<file path="src/rtl/raster_stream_tx_pkg.sv">
// Shared video definitions: FSM state encoding, count width and default raster geometry.
package raster_stream_tx_pkg;

    localparam int unsigned CNT_W     = 10;
    localparam int unsigned CNT_LIMIT = 1 << CNT_W;

    localparam int unsigned DEF_ACTIVE_W = 320;
    localparam int unsigned DEF_ACTIVE_H = 240;
    localparam int unsigned DEF_HBLANK   = 16;
    localparam int unsigned DEF_VBLANK   = 4;

    typedef logic [CNT_W-1:0] cnt_t;

    typedef enum logic [1:0] {
        StIdle   = 2'd0,
        StActive = 2'd1,
        StHblank = 2'd2,
        StVblank = 2'd3
    } state_e;

endpackage

</file>
<file path="src/rtl/raster_stream_tx_if.sv">
// Pixel input handshake plus raster output bundle; master is the transmitter side.
interface raster_stream_tx_if;
    import raster_stream_tx_pkg::*;

    logic       enable;
    logic [7:0] din;
    logic       din_valid;
    logic       din_ready;
    logic [7:0] dout;
    logic       validout;
    logic       blankingregion;
    cnt_t       rowcount;
    cnt_t       colcount;
    logic       frame_start;
    logic       underflow;

    modport master (
        input  enable, din, din_valid,
        output din_ready, dout, validout, blankingregion, rowcount, colcount,
               frame_start, underflow
    );

    modport slave (
        output enable, din, din_valid,
        input  din_ready, dout, validout, blankingregion, rowcount, colcount,
               frame_start, underflow
    );

endinterface

</file>
<file path="src/rtl/raster_counter.sv">
// Row/column position counter: column wraps at COL_MAX into a row step, row wraps at ROW_MAX.
module raster_counter
    import raster_stream_tx_pkg::*;
#(
    parameter int unsigned COL_MAX = 1,
    parameter int unsigned ROW_MAX = 1
) (
    input  logic clock,
    input  logic reset,
    input  logic i_clear,
    input  logic i_advance,
    output cnt_t o_row,
    output cnt_t o_col,
    output logic o_col_last,
    output logic o_row_last
);

    localparam cnt_t ColLast = cnt_t'(COL_MAX);
    localparam cnt_t RowLast = cnt_t'(ROW_MAX);

    cnt_t r_row;
    cnt_t r_col;

    assign o_row      = r_row;
    assign o_col      = r_col;
    assign o_col_last = (r_col == ColLast);
    assign o_row_last = (r_row == RowLast);

    always_ff @(posedge clock or negedge reset) begin
        if (!reset) begin
            r_row <= '0;
            r_col <= '0;
        end else if (i_clear) begin
            r_row <= '0;
            r_col <= '0;
        end else if (i_advance) begin
            if (o_col_last) begin
                r_col <= '0;
                r_row <= o_row_last ? '0 : r_row + cnt_t'(1);
            end else begin
                r_col <= r_col + cnt_t'(1);
            end
        end
    end

endmodule

</file>
<file path="src/rtl/raster_stream_tx.sv">
// Raster stream transmitter: paces upstream pixels into rows, inserts horizontal and vertical
// blanking, and reports the position of every registered output.
module raster_stream_tx
    import raster_stream_tx_pkg::*;
#(
    parameter int unsigned ACTIVE_W = DEF_ACTIVE_W,
    parameter int unsigned ACTIVE_H = DEF_ACTIVE_H,
    parameter int unsigned HBLANK   = DEF_HBLANK,
    parameter int unsigned VBLANK   = DEF_VBLANK
) (
    input logic               clock,
    input logic               reset,
    raster_stream_tx_if.master bus
);

    if (ACTIVE_W + HBLANK > CNT_LIMIT) begin : g_bad_width
        $error("ACTIVE_W + HBLANK exceeds the 10-bit column range");
    end
    if (ACTIVE_H + VBLANK > CNT_LIMIT) begin : g_bad_height
        $error("ACTIVE_H + VBLANK exceeds the 10-bit row range");
    end
    if (HBLANK < 1 || ACTIVE_W < 1 || ACTIVE_H < 1) begin : g_bad_geometry
        $error("ACTIVE_W, ACTIVE_H and HBLANK must be at least 1");
    end

    localparam cnt_t ColActLast = cnt_t'(ACTIVE_W - 1);
    localparam cnt_t RowActLast = cnt_t'(ACTIVE_H - 1);
    localparam bit   HasVblank  = (VBLANK > 0);

    state_e     r_state;
    state_e     w_state_d;
    cnt_t       w_row;
    cnt_t       w_col;
    logic       w_col_last;
    logic       w_row_last;
    logic       w_clear;
    logic       w_advance;
    logic       w_emit;
    logic       w_blank;
    logic       w_stall;
    state_e     w_frame_end;

    logic [7:0] r_dout;
    logic       r_validout;
    logic       r_blank;
    cnt_t       r_rowcount;
    cnt_t       r_colcount;
    logic       r_frame_start;
    logic       r_underflow;

    raster_counter #(
        .COL_MAX(ACTIVE_W + HBLANK - 1),
        .ROW_MAX(ACTIVE_H + VBLANK - 1)
    ) u_counter (
        .clock      (clock),
        .reset      (reset),
        .i_clear    (w_clear),
        .i_advance  (w_advance),
        .o_row      (w_row),
        .o_col      (w_col),
        .o_col_last (w_col_last),
        .o_row_last (w_row_last)
    );

    // enable is only consulted here and in IDLE, so mid-frame drops let the frame finish
    assign w_frame_end = bus.enable ? StActive : StIdle;

    always_comb begin
        w_state_d = r_state;
        w_clear   = 1'b0;
        w_advance = 1'b0;
        w_emit    = 1'b0;
        w_blank   = 1'b0;
        w_stall   = 1'b0;
        case (r_state)
            StIdle: begin
                w_clear = 1'b1;
                if (bus.enable) begin
                    w_state_d = StActive;
                end
            end
            StActive: begin
                if (bus.din_valid) begin
                    w_advance = 1'b1;
                    w_emit    = 1'b1;
                    if (w_col == ColActLast) begin
                        w_state_d = StHblank;
                    end
                end else begin
                    w_stall = 1'b1;
                end
            end
            StHblank: begin
                w_advance = 1'b1;
                w_emit    = 1'b1;
                w_blank   = 1'b1;
                if (w_col_last) begin
                    if (w_row != RowActLast) begin
                        w_state_d = StActive;
                    end else if (HasVblank) begin
                        w_state_d = StVblank;
                    end else begin
                        w_state_d = w_frame_end;
                    end
                end
            end
            StVblank: begin
                w_advance = 1'b1;
                w_emit    = 1'b1;
                w_blank   = 1'b1;
                if (w_col_last && w_row_last) begin
                    w_state_d = w_frame_end;
                end
            end
            default: begin
                w_state_d = StIdle;
            end
        endcase
    end

    always_ff @(posedge clock or negedge reset) begin
        if (!reset) begin
            r_state <= StIdle;
        end else begin
            r_state <= w_state_d;
        end
    end

    // Counts track the pending position every cycle, so a stall shows where output resumes
    always_ff @(posedge clock or negedge reset) begin
        if (!reset) begin
            r_dout        <= '0;
            r_validout    <= 1'b0;
            r_blank       <= 1'b0;
            r_rowcount    <= '0;
            r_colcount    <= '0;
            r_frame_start <= 1'b0;
            r_underflow   <= 1'b0;
        end else begin
            r_dout        <= (w_emit && !w_blank) ? bus.din : 8'h00;
            r_validout    <= w_emit;
            r_blank       <= w_emit && w_blank;
            r_rowcount    <= w_row;
            r_colcount    <= w_col;
            r_frame_start <= w_emit && !w_blank && (w_row == '0) && (w_col == '0);
            if (w_stall) begin
                r_underflow <= 1'b1;
            end
        end
    end

    assign bus.din_ready      = (r_state == StActive);
    assign bus.dout           = r_dout;
    assign bus.validout       = r_validout;
    assign bus.blankingregion = r_blank;
    assign bus.rowcount       = r_rowcount;
    assign bus.colcount       = r_colcount;
    assign bus.frame_start    = r_frame_start;
    assign bus.underflow      = r_underflow;

endmodule

</file>
<file path="src/flat_wrapper.sv">
// flat-port wrapper written by rule: the top's interface ports become plain ports
module raster_stream_tx_flat import raster_stream_tx_pkg::*;
#(
    parameter int unsigned ACTIVE_W = DEF_ACTIVE_W,
    parameter int unsigned ACTIVE_H = DEF_ACTIVE_H,
    parameter int unsigned HBLANK   = DEF_HBLANK,
    parameter int unsigned VBLANK   = DEF_VBLANK
)
  (clock, reset, bus_enable, bus_din, bus_din_valid, bus_din_ready, bus_dout, bus_validout, bus_blankingregion, bus_rowcount, bus_colcount, bus_frame_start, bus_underflow);
  raster_stream_tx_if bus_i ();
  input logic clock;
  input logic reset;
  input wire logic [$bits(bus_i.enable)-1:0] bus_enable;
  input wire logic [$bits(bus_i.din)-1:0] bus_din;
  input wire logic [$bits(bus_i.din_valid)-1:0] bus_din_valid;
  output wire logic [$bits(bus_i.din_ready)-1:0] bus_din_ready;
  output wire logic [$bits(bus_i.dout)-1:0] bus_dout;
  output wire logic [$bits(bus_i.validout)-1:0] bus_validout;
  output wire logic [$bits(bus_i.blankingregion)-1:0] bus_blankingregion;
  output wire logic [$bits(bus_i.rowcount)-1:0] bus_rowcount;
  output wire logic [$bits(bus_i.colcount)-1:0] bus_colcount;
  output wire logic [$bits(bus_i.frame_start)-1:0] bus_frame_start;
  output wire logic [$bits(bus_i.underflow)-1:0] bus_underflow;
  assign bus_i.enable = bus_enable;
  assign bus_i.din = bus_din;
  assign bus_i.din_valid = bus_din_valid;
  assign bus_din_ready = bus_i.din_ready;
  assign bus_dout = bus_i.dout;
  assign bus_validout = bus_i.validout;
  assign bus_blankingregion = bus_i.blankingregion;
  assign bus_rowcount = bus_i.rowcount;
  assign bus_colcount = bus_i.colcount;
  assign bus_frame_start = bus_i.frame_start;
  assign bus_underflow = bus_i.underflow;
  raster_stream_tx #(.ACTIVE_W(ACTIVE_W), .ACTIVE_H(ACTIVE_H), .HBLANK(HBLANK), .VBLANK(VBLANK)) u_core (.clock(clock), .reset(reset), .bus(bus_i));
endmodule
</file>
<file path="config.mk">
export PLATFORM = sky130hd
export DESIGN_NAME = raster_stream_tx_flat
export DESIGN_NICKNAME = d
export VERILOG_FILES = /design/src/rtl/raster_stream_tx_pkg.sv /design/src/rtl/raster_stream_tx_if.sv /design/src/rtl/raster_counter.sv /design/src/rtl/raster_stream_tx.sv /design/src/flat_wrapper.sv
export SDC_FILE = /design/constraint.sdc
export NUM_CORES = 1
export LEC_CHECK = 0
export CAP_MARGIN = 20
export CORE_MARGIN = 4
export CORE_UTILIZATION = 50
export CTS_CLUSTER_SIZE = 12
export DETAILED_ROUTE_END_ITERATION = 8
export PLACE_DENSITY_LB_ADDON = 0.25
export SLEW_MARGIN = 25
export SYNTH_ARGS = -nofsm -noshare
export SYNTH_HDL_FRONTEND = slang
export SYNTH_HIERARCHICAL = 1
export SYNTH_SLANG_ARGS = --single-unit
</file>
<file path="constraint.sdc">
create_clock -name clock -period 2.8 [get_ports clock]
set_input_delay 0.56 -clock clock [delete_from_list [all_inputs] [get_ports clock]]
set_output_delay 0.56 -clock clock [all_outputs]
set_load 0.01 [all_outputs]
</file>
==> results of run 1 <==
area by class of cell:
type                            instances  share of cell area [%]
Clock buffer                            7                   3.004
Inverter                               11                   1.437
Multi-Input combinational cell        126                   29.47
Timing Repair Buffer                   48                   16.63
Sequential cell                        54                   47.02
Tap cell                               52                   2.264
Clock inverter                          1                  0.1741
layer usage:
layer	up-vias	wire (µm)	GRT usage (%)	share of wire, %
met2	45	2223	26.65	49
met5	-	0	0	0
met3	5	270	4.881	5.9
met1	837	2030	24.98	44
met4	0	46	5.825	1.0
li1	819	-	-	-
state kept, by name, summed over array words and instances, names as in the netlist:
signal and count:
u_core/r_state 2, u_core/bus.validout 1, u_core/bus.frame_start 1, u_core/bus.colcount 10, u_core/u_counter/o_row 10, u_core/u_counter/o_col 10
u_core/bus.rowcount 10, u_core/bus.blankingregion 1, u_core/bus.underflow 1, u_core/bus.dout 8
stage by stage:
stage	util [%]	hold WS, ns
after detailed placement	63.47	0.4418
after global routing	65.55	0.2786
final	65.55	0.2552
after floorplan	-	0.2644
after global placement	63.47	0.4394
after CTS	65.55	0.2711
cell usage in the layout (no fill, tap or decap), types with 4 or more instances in the layout:
cell and count:
clkdlybuf4s50_1 43, inv_1 11, a22oi_1 4, nand4_1 8
a31oi_1 7, o31ai_1 5, o21ai_0 4, xor2_1 5
nor4_1 4, nor2_1 12, clkbuf_8 6, nand2_1 11
nand3_1 10, and3_1 15, dfrtp_1 54
kinds of logic (layout without fill, tap and decap cells):
group	Yosys count	count (layout)	synth area share (%)
AOI/OAI and AO/OA	37	37	12.48
adders and majority gates	2	2	1.095
buffers and inverters	21	67	3.831
muxes	1	1	0.4926
DFF	54	54	59.11
xor gates and xnor gates	5	5	1.916
and+or+nand+nor	81	81	21.07
power groups by stage:
stage,Clock (mW),Combinational (mW),Sequential (mW)
6_report,0.429,0.236,0.940
5_1_grt,0.481,0.263,0.956
3_3_place_gp,0,0.235,0.951
3_5_place_dp,0,0.240,0.956
4_1_cts,0.444,0.240,0.940
2_1_floorplan,0,0.0851,0.958
worst register-to-register path, stage by stage (launching register included):
cell and delay (ns):
dfrtp_1 0.47, ha_1 0.21, and3_1 0.30, and3_1 0.39
nand3_4 0.18, o31ai_1 0.29
worst max path at each step:
| stage | from | end | slack [ns] | depth (start not counted) |
|---|---|---|---|---|
| after global placement | bus_din_valid | u_core/u_counter/o_col[7]$_DFFE_PN0P_ | 0.52 | 7 |
| final | u_core/r_state[0]$_DFFE_PN0P_ | bus_din_ready | 0.64 | 2 |
| after global routing | u_core/r_state[0]$_DFFE_PN0P_ | bus_din_ready | 0.55 | 2 |
| after floorplan | u_core/u_counter/o_col[0]$_DFFE_PN0P_ | u_core/u_counter/o_row[2]$_DFFE_PN0P_ | 1.14 | 7 |
| after detailed placement | bus_din_valid | u_core/u_counter/o_col[7]$_DFFE_PN0P_ | 0.49 | 7 |
| after CTS | u_core/r_state[0]$_DFFE_PN0P_ | bus_din_ready | 0.61 | 2 |
==> results.py, run 1 <==
metrics = {
    "detailed_routing": {
        "drt_iter0_markers": 102,
        "first_pass_iters": 4,
        "ant_nets": 0,
        "route.detailed.drc": 0,
        "drt_wl_total_um": 4571,
        "wl_per_cell_um": 15.29,
        "vias": 1706,
        "viasPerCell": 5.706,
    },
    "cells_and_area": {
        "layout-drive-gt1-share_pct": 7.692,
        "multi_input_area_um2": 847.1,
        "fin_nets": 260,
        "stdcell_count": 299,
        "register_area_um2": 1351,
        "fin_area_um2": 2874,
        "n_fill_cell": 344,
        "synthToLayoutAreaGrowth_pct": 25.73,
        "antenna_cells": 0,
    },
    "global_routing": {
        "grt_pass1_wl_um": 7638,
        "grt_max_degree": 30,
        "grt_usage_pct": 17.72,
        "antenna_found_initial": 0,
        "overflow": 0,
        "grt_pass1_vias": 1577,
    },
    "cts": {
        "numCtsBuffers": 5,
        "cts_root_buf": "clkbuf_8",
        "cts_sinks": 54,
        "post-cts-setup-buffers": 0,
        "cts_tree": "done",
        "cts_resized": 0,
        "holdBufCountCts": 0,
        "cts_max_path_buffers": 2,
        "insertion_delay_ns": 0.30,
        "path_clk_slew_ns": 0.09,
        "htree_levels": 2,
    },
    "synthesis": {
        "yosysTopAreaCell": "dfrtp_1",
        "yosys.cell_count.top_type": "dfrtp_1",
        "synth_cell_types": 44,
        "synth_fp_nets": 215,
        "synth-seq-area-share_pct": 59.11,
        "ys_warn_count": 6,
        "synth_area_per_cell_um2": 11.37,
        "synth_top_area_share_pct": 59.11,
        "postSynthCellCount": 201,
        "syn_area_um2": 2286,
        "ys_top_cells_by_area": "dfrtp_1 (59%), and3_1 (4.1%), nand3_1 (2.2%), nand4_1 (2.2%), nor2_1 (2.0%)",
        "async_flop_share_pct": 100.0,
        "ys_top_cells_by_count": "dfrtp_1 (54), and3_1 (15), nor2_1 (12)",
        "synth_edf_count": 0,
        "synth_top_flop_cell": "dfrtp_1",
        "ys_seq_elements": 54,
    },
    "sta": {
        "drv_slew": 0,
        "layout_setup_ws_ns": 0.6385,
        "rsz0062_at_grt": "false",
        "worstMarginPinSlew_ns": 0.5869,
        "max_freq_ghz": 0.4626,
        "setup_viol": 0,
        "slew_headroom_pct": 60.87,
        "clock_skew_ns": 0.004535,
        "fin_crit_ns": 2.161,
        "setup_tns_ns": 0,
        "fin_crit_sh_pct": 77.20,
        "hold_viol": 0,
    },
    "setup_path": {
        "path_cells": "nor2b_1, clkdlybuf4s50_1",
        "reg2reg_depth": 5,
        "path_buf_inv": 1,
        "cp_slowest_cell": "clkdlybuf4s50_1",
        "cp-end-kind": "output port",
        "r2r_end": "u_core/u_counter/o_row[8]$_DFFE_PN0P_",
        "max_stage_delay_ns": 0.58,
        "start_kind": "register",
        "worstPathMaxFanout": 8,
        "worstPathArrival_ns": 1.60,
        "crit_family": "buffers and inverters",
        "r2r_start": "u_core/u_counter/o_col[1]$_DFFE_PN0P_",
        "path_class": "reg -> out",
        "required_ns": 2.24,
        "rrSetupSlack_ns": 0.87,
    },
    "place": {
        "place.gp.congestion": 0.8105,
        "placed_area_um2": 2783,
        "place_hpwl_um": 3222,
        "io_buffers": 44,
        "dp_cells": 291,
        "dp_slack_ns": 0.4877,
    },
    "floorplanning": {
        "num_rows": 24,
        "coreArea_um2": 4384,
        "die_h_um": 75.62,
        "io_pins": 45,
        "fp.dieArea_um2": 5718,
        "start_util_pct": 52.14,
        "die_x_um": 75.62,
    },
    "pwr": {
        "total_power_mw": 1.605,
        "switching_share_pct": 25.91,
        "combPwrFrac_pct": 14.7,
        "power.switching_mw": 0.4159,
        "seq_power_share_pct": 58.6,
        "powerDensity_nw_per_um2": 558.4,
        "clockPowerShare_pct": 26.7,
        "p_leak_nw": 1.279,
        "intPower_mw": 1.189,
        "peakVddDrop_v": 0.0002256,
    },
    "status": {
        "outcome": "completed",
    },
    "flow_run": {
        "maxCapViolCount": 0,
    },
    "hold_path": {
        "hold_path.class": "in -> async",
    },
}
No activity file was read; power rests on OpenSTA's default activity.
==> run 2: changes to the inputs <==
--- a/config.mk
+++ b/config.mk
@@ -7,7 +7,7 @@
 export LEC_CHECK = 0
 export CAP_MARGIN = 20
 export CORE_MARGIN = 4
-export CORE_UTILIZATION = 50
+export CORE_UTILIZATION = 46
 export CTS_CLUSTER_SIZE = 12
 export DETAILED_ROUTE_END_ITERATION = 8
 export PLACE_DENSITY_LB_ADDON = 0.25
==> constraint.sdc (replaced) <==
create_clock -name clock -period 1.9 [get_ports clock]
set_input_delay 0.38 -clock clock [delete_from_list [all_inputs] [get_ports clock]]
set_output_delay 0.38 -clock clock [all_outputs]
set_load 0.01 [all_outputs]
==> run 2 against run 1 <==
First-iteration DRC count increased by 19%. Clock power increased by 37%. Sequential share of layout area decreased by 2.3 points. Flip-flop and latch count unchanged. Global-route usage decreased by 0.24 points. Sequential power increased by 39%. Largest cell class unchanged. Largest power group unchanged.
==> results.py, run 2 (same netlist as run 1, synthesis figures left out) <==
metrics = {
    "global_routing": {
        "grt_pass1_wl_um": 8418,
        "antenna_found_initial": 0,
        "grt_usage_pct": 17.48,
        "grt_pass1_vias": 1774,
        "grt_max_degree": 24,
        "overflow": 0,
    },
    "floorplanning": {
        "die_x_um": 78.50,
        "die_h_um": 78.50,
        "coreArea_um2": 4755,
        "fp.dieArea_um2": 6161,
        "io_pins": 45,
        "start_util_pct": 48.08,
        "num_rows": 25,
    },
    "detailed_routing": {
        "wl_per_cell_um": 15.02,
        "vias": 1779,
        "drt_iter0_markers": 121,
        "ant_nets": 0,
        "route.detailed.drc": 0,
        "drt_wl_total_um": 5001,
        "first_pass_iters": 4,
        "viasPerCell": 5.342,
    },
    "cells_and_area": {
        "fin_nets": 280,
        "layout-drive-gt1-share_pct": 14.66,
        "register_area_um2": 1353,
        "antenna_cells": 0,
        "multi_input_area_um2": 849.6,
        "n_fill_cell": 410,
        "mostFrequentLayoutCell": "dfrtp_1",
        "synthToLayoutAreaGrowth_pct": 32.18,
        "layout.cells.most_common_list": "dfrtp_1 (53), clkdlybuf4s50_1 (42), buf_4 (24), and3_1 (15), nor2_1 (12)",
    },
    "sta": {
        "setup_viol": 0,
        "max_freq_ghz": 0.5613,
        "hold_viol": 0,
        "layout_setup_ws_ns": 0.1186,
        "clock_skew_ns": 0.004681,
        "worstMarginPinSlew_ns": 0.4929,
        "slew_headroom_pct": 66.99,
        "fin_crit_ns": 1.781,
        "fin_crit_sh_pct": 93.76,
        "drv_slew": 0,
        "rsz0062_at_grt": "false",
    },
    "hold_path": {
        "hold_path.class": "in -> async",
    },
    "cts": {
        "cts_sinks": 54,
        "numCtsBuffers": 5,
        "path_clk_slew_ns": 0.09,
        "cts_max_path_buffers": 2,
        "htree_levels": 2,
        "cts_tree": "done",
        "insertion_delay_ns": 0.30,
        "cts_root_buf": "clkbuf_8",
    },
    "place": {
        "dp_slack_ns": -0.006129,
        "io_buffers": 44,
        "place_hpwl_um": 3644,
        "place.gp.congestion": 0.7930,
    },
    "setup_path": {
        "worstPathMaxFanout": 8,
        "worstPathArrival_ns": 1.99,
        "start_kind": "register",
        "max_stage_delay_ns": 0.42,
        "cp-end-kind": "register",
        "required_ns": 2.10,
        "path_class": "reg -> reg",
        "cp_slowest_cell": "dfrtp_1",
        "path_cells": "nor4b_4, and3_1, nand3_4, o31ai_1",
    },
    "status": {
        "outcome": "completed",
    },
    "flow_run": {
        "maxCapViolCount": 0,
    },
    "pwr": {
        "p_leak_nw": 1.366,
        "peakVddDrop_v": 0.0005145,
        "powerDensity_nw_per_um2": 796.9,
        "total_power_mw": 2.408,
    },
}
run 2: what timing repair did:
item / CTS / global route
endpoints found under the setup margin: 1 / 2
endpoints found under the hold margin: 0 / 0
gates cloned: 0 / 0
hold buffers: 0 / 0
resized for setup: 1 / 2
buffers inserted: 0 / 1
run 2: final timing paths:
check	start	endpoint	slack (ns)	cells after the start
setup reg to reg	u_core/u_counter/o_col[7]$_DFFE_PN0P_	u_core/u_counter/o_row[8]$_DFFE_PN0P_	0.12	4
min in group clock	u_core/r_state[1]$_DFFE_PN0P_	u_core/bus.blankingregion$_DFF_PN0_	0.46	0
setup / recovery	u_core/u_counter/o_col[7]$_DFFE_PN0P_	u_core/u_counter/o_row[8]$_DFFE_PN0P_	0.12	4
hold / removal	reset	u_core/u_counter/o_row[1]$_DFFE_PN0P_	0.03	1
hold reg to reg	u_core/r_state[1]$_DFFE_PN0P_	u_core/bus.blankingregion$_DFF_PN0_	0.46	0
max in group asynchronous	reset	u_core/r_state[0]$_DFFE_PN0P_	1.26	2
run 2: power by group:
group	total (mW)	leakage, nW	switching (mW)	internal [mW]
Combinational	0.509	0.615	0.244	0.265
Clock	0.589	0.0383	0.335	0.254
Sequential	1.31	0.712	0.0498	1.26
Total	2.41	1.37	0.629	1.78
run 2: per-layer routing:
metal  wire length, µm  part of all wire, %  global-route usage, %
met3               227                  4.5                  4.243
met5                 0                    0                      0
met4                81                  1.6                  6.643
met2              2491                   50                  28.68
met1              2200                   44                  22.41
run 2: final cells by class:
class | instances | share of cell area [%]
clock buffers | 7 | 2.526
inverters | 11 | 1.366
multi-input cells | 126 | 28.12
flip-flops and latches | 54 | 44.76
well taps | 67 | 2.774
repair buffers | 68 | 20.46
run 2: per-stage QoR:
step | hold slack [ns] | utilization (%) | instance area [µm²] | setup TNS, ns | cells
finish | 0.02558 | 63.55 | 3022 | 0 | 333
global route | 0.05583 | 63.55 | 3022 | 0 | 333
CTS | 0.03011 | 63.29 | 3009 | 0 | 332
detailed placement | 0.3666 | 61.66 | 2932 | -0.006129 | 325
global placement | 0.3704 | 61.66 | 2932 | 0 | 325
floorplan | 0.08441 | - | 2286 | 0 | 201
run 2: critical path, delay by kind of cell, from the launching register on:
kind / cells / cell delay (ns)
DFF: 1 / 0.42
and+or+nand+nor: 3 / 0.98
AOI/OAI and AO/OA: 1 / 0.28
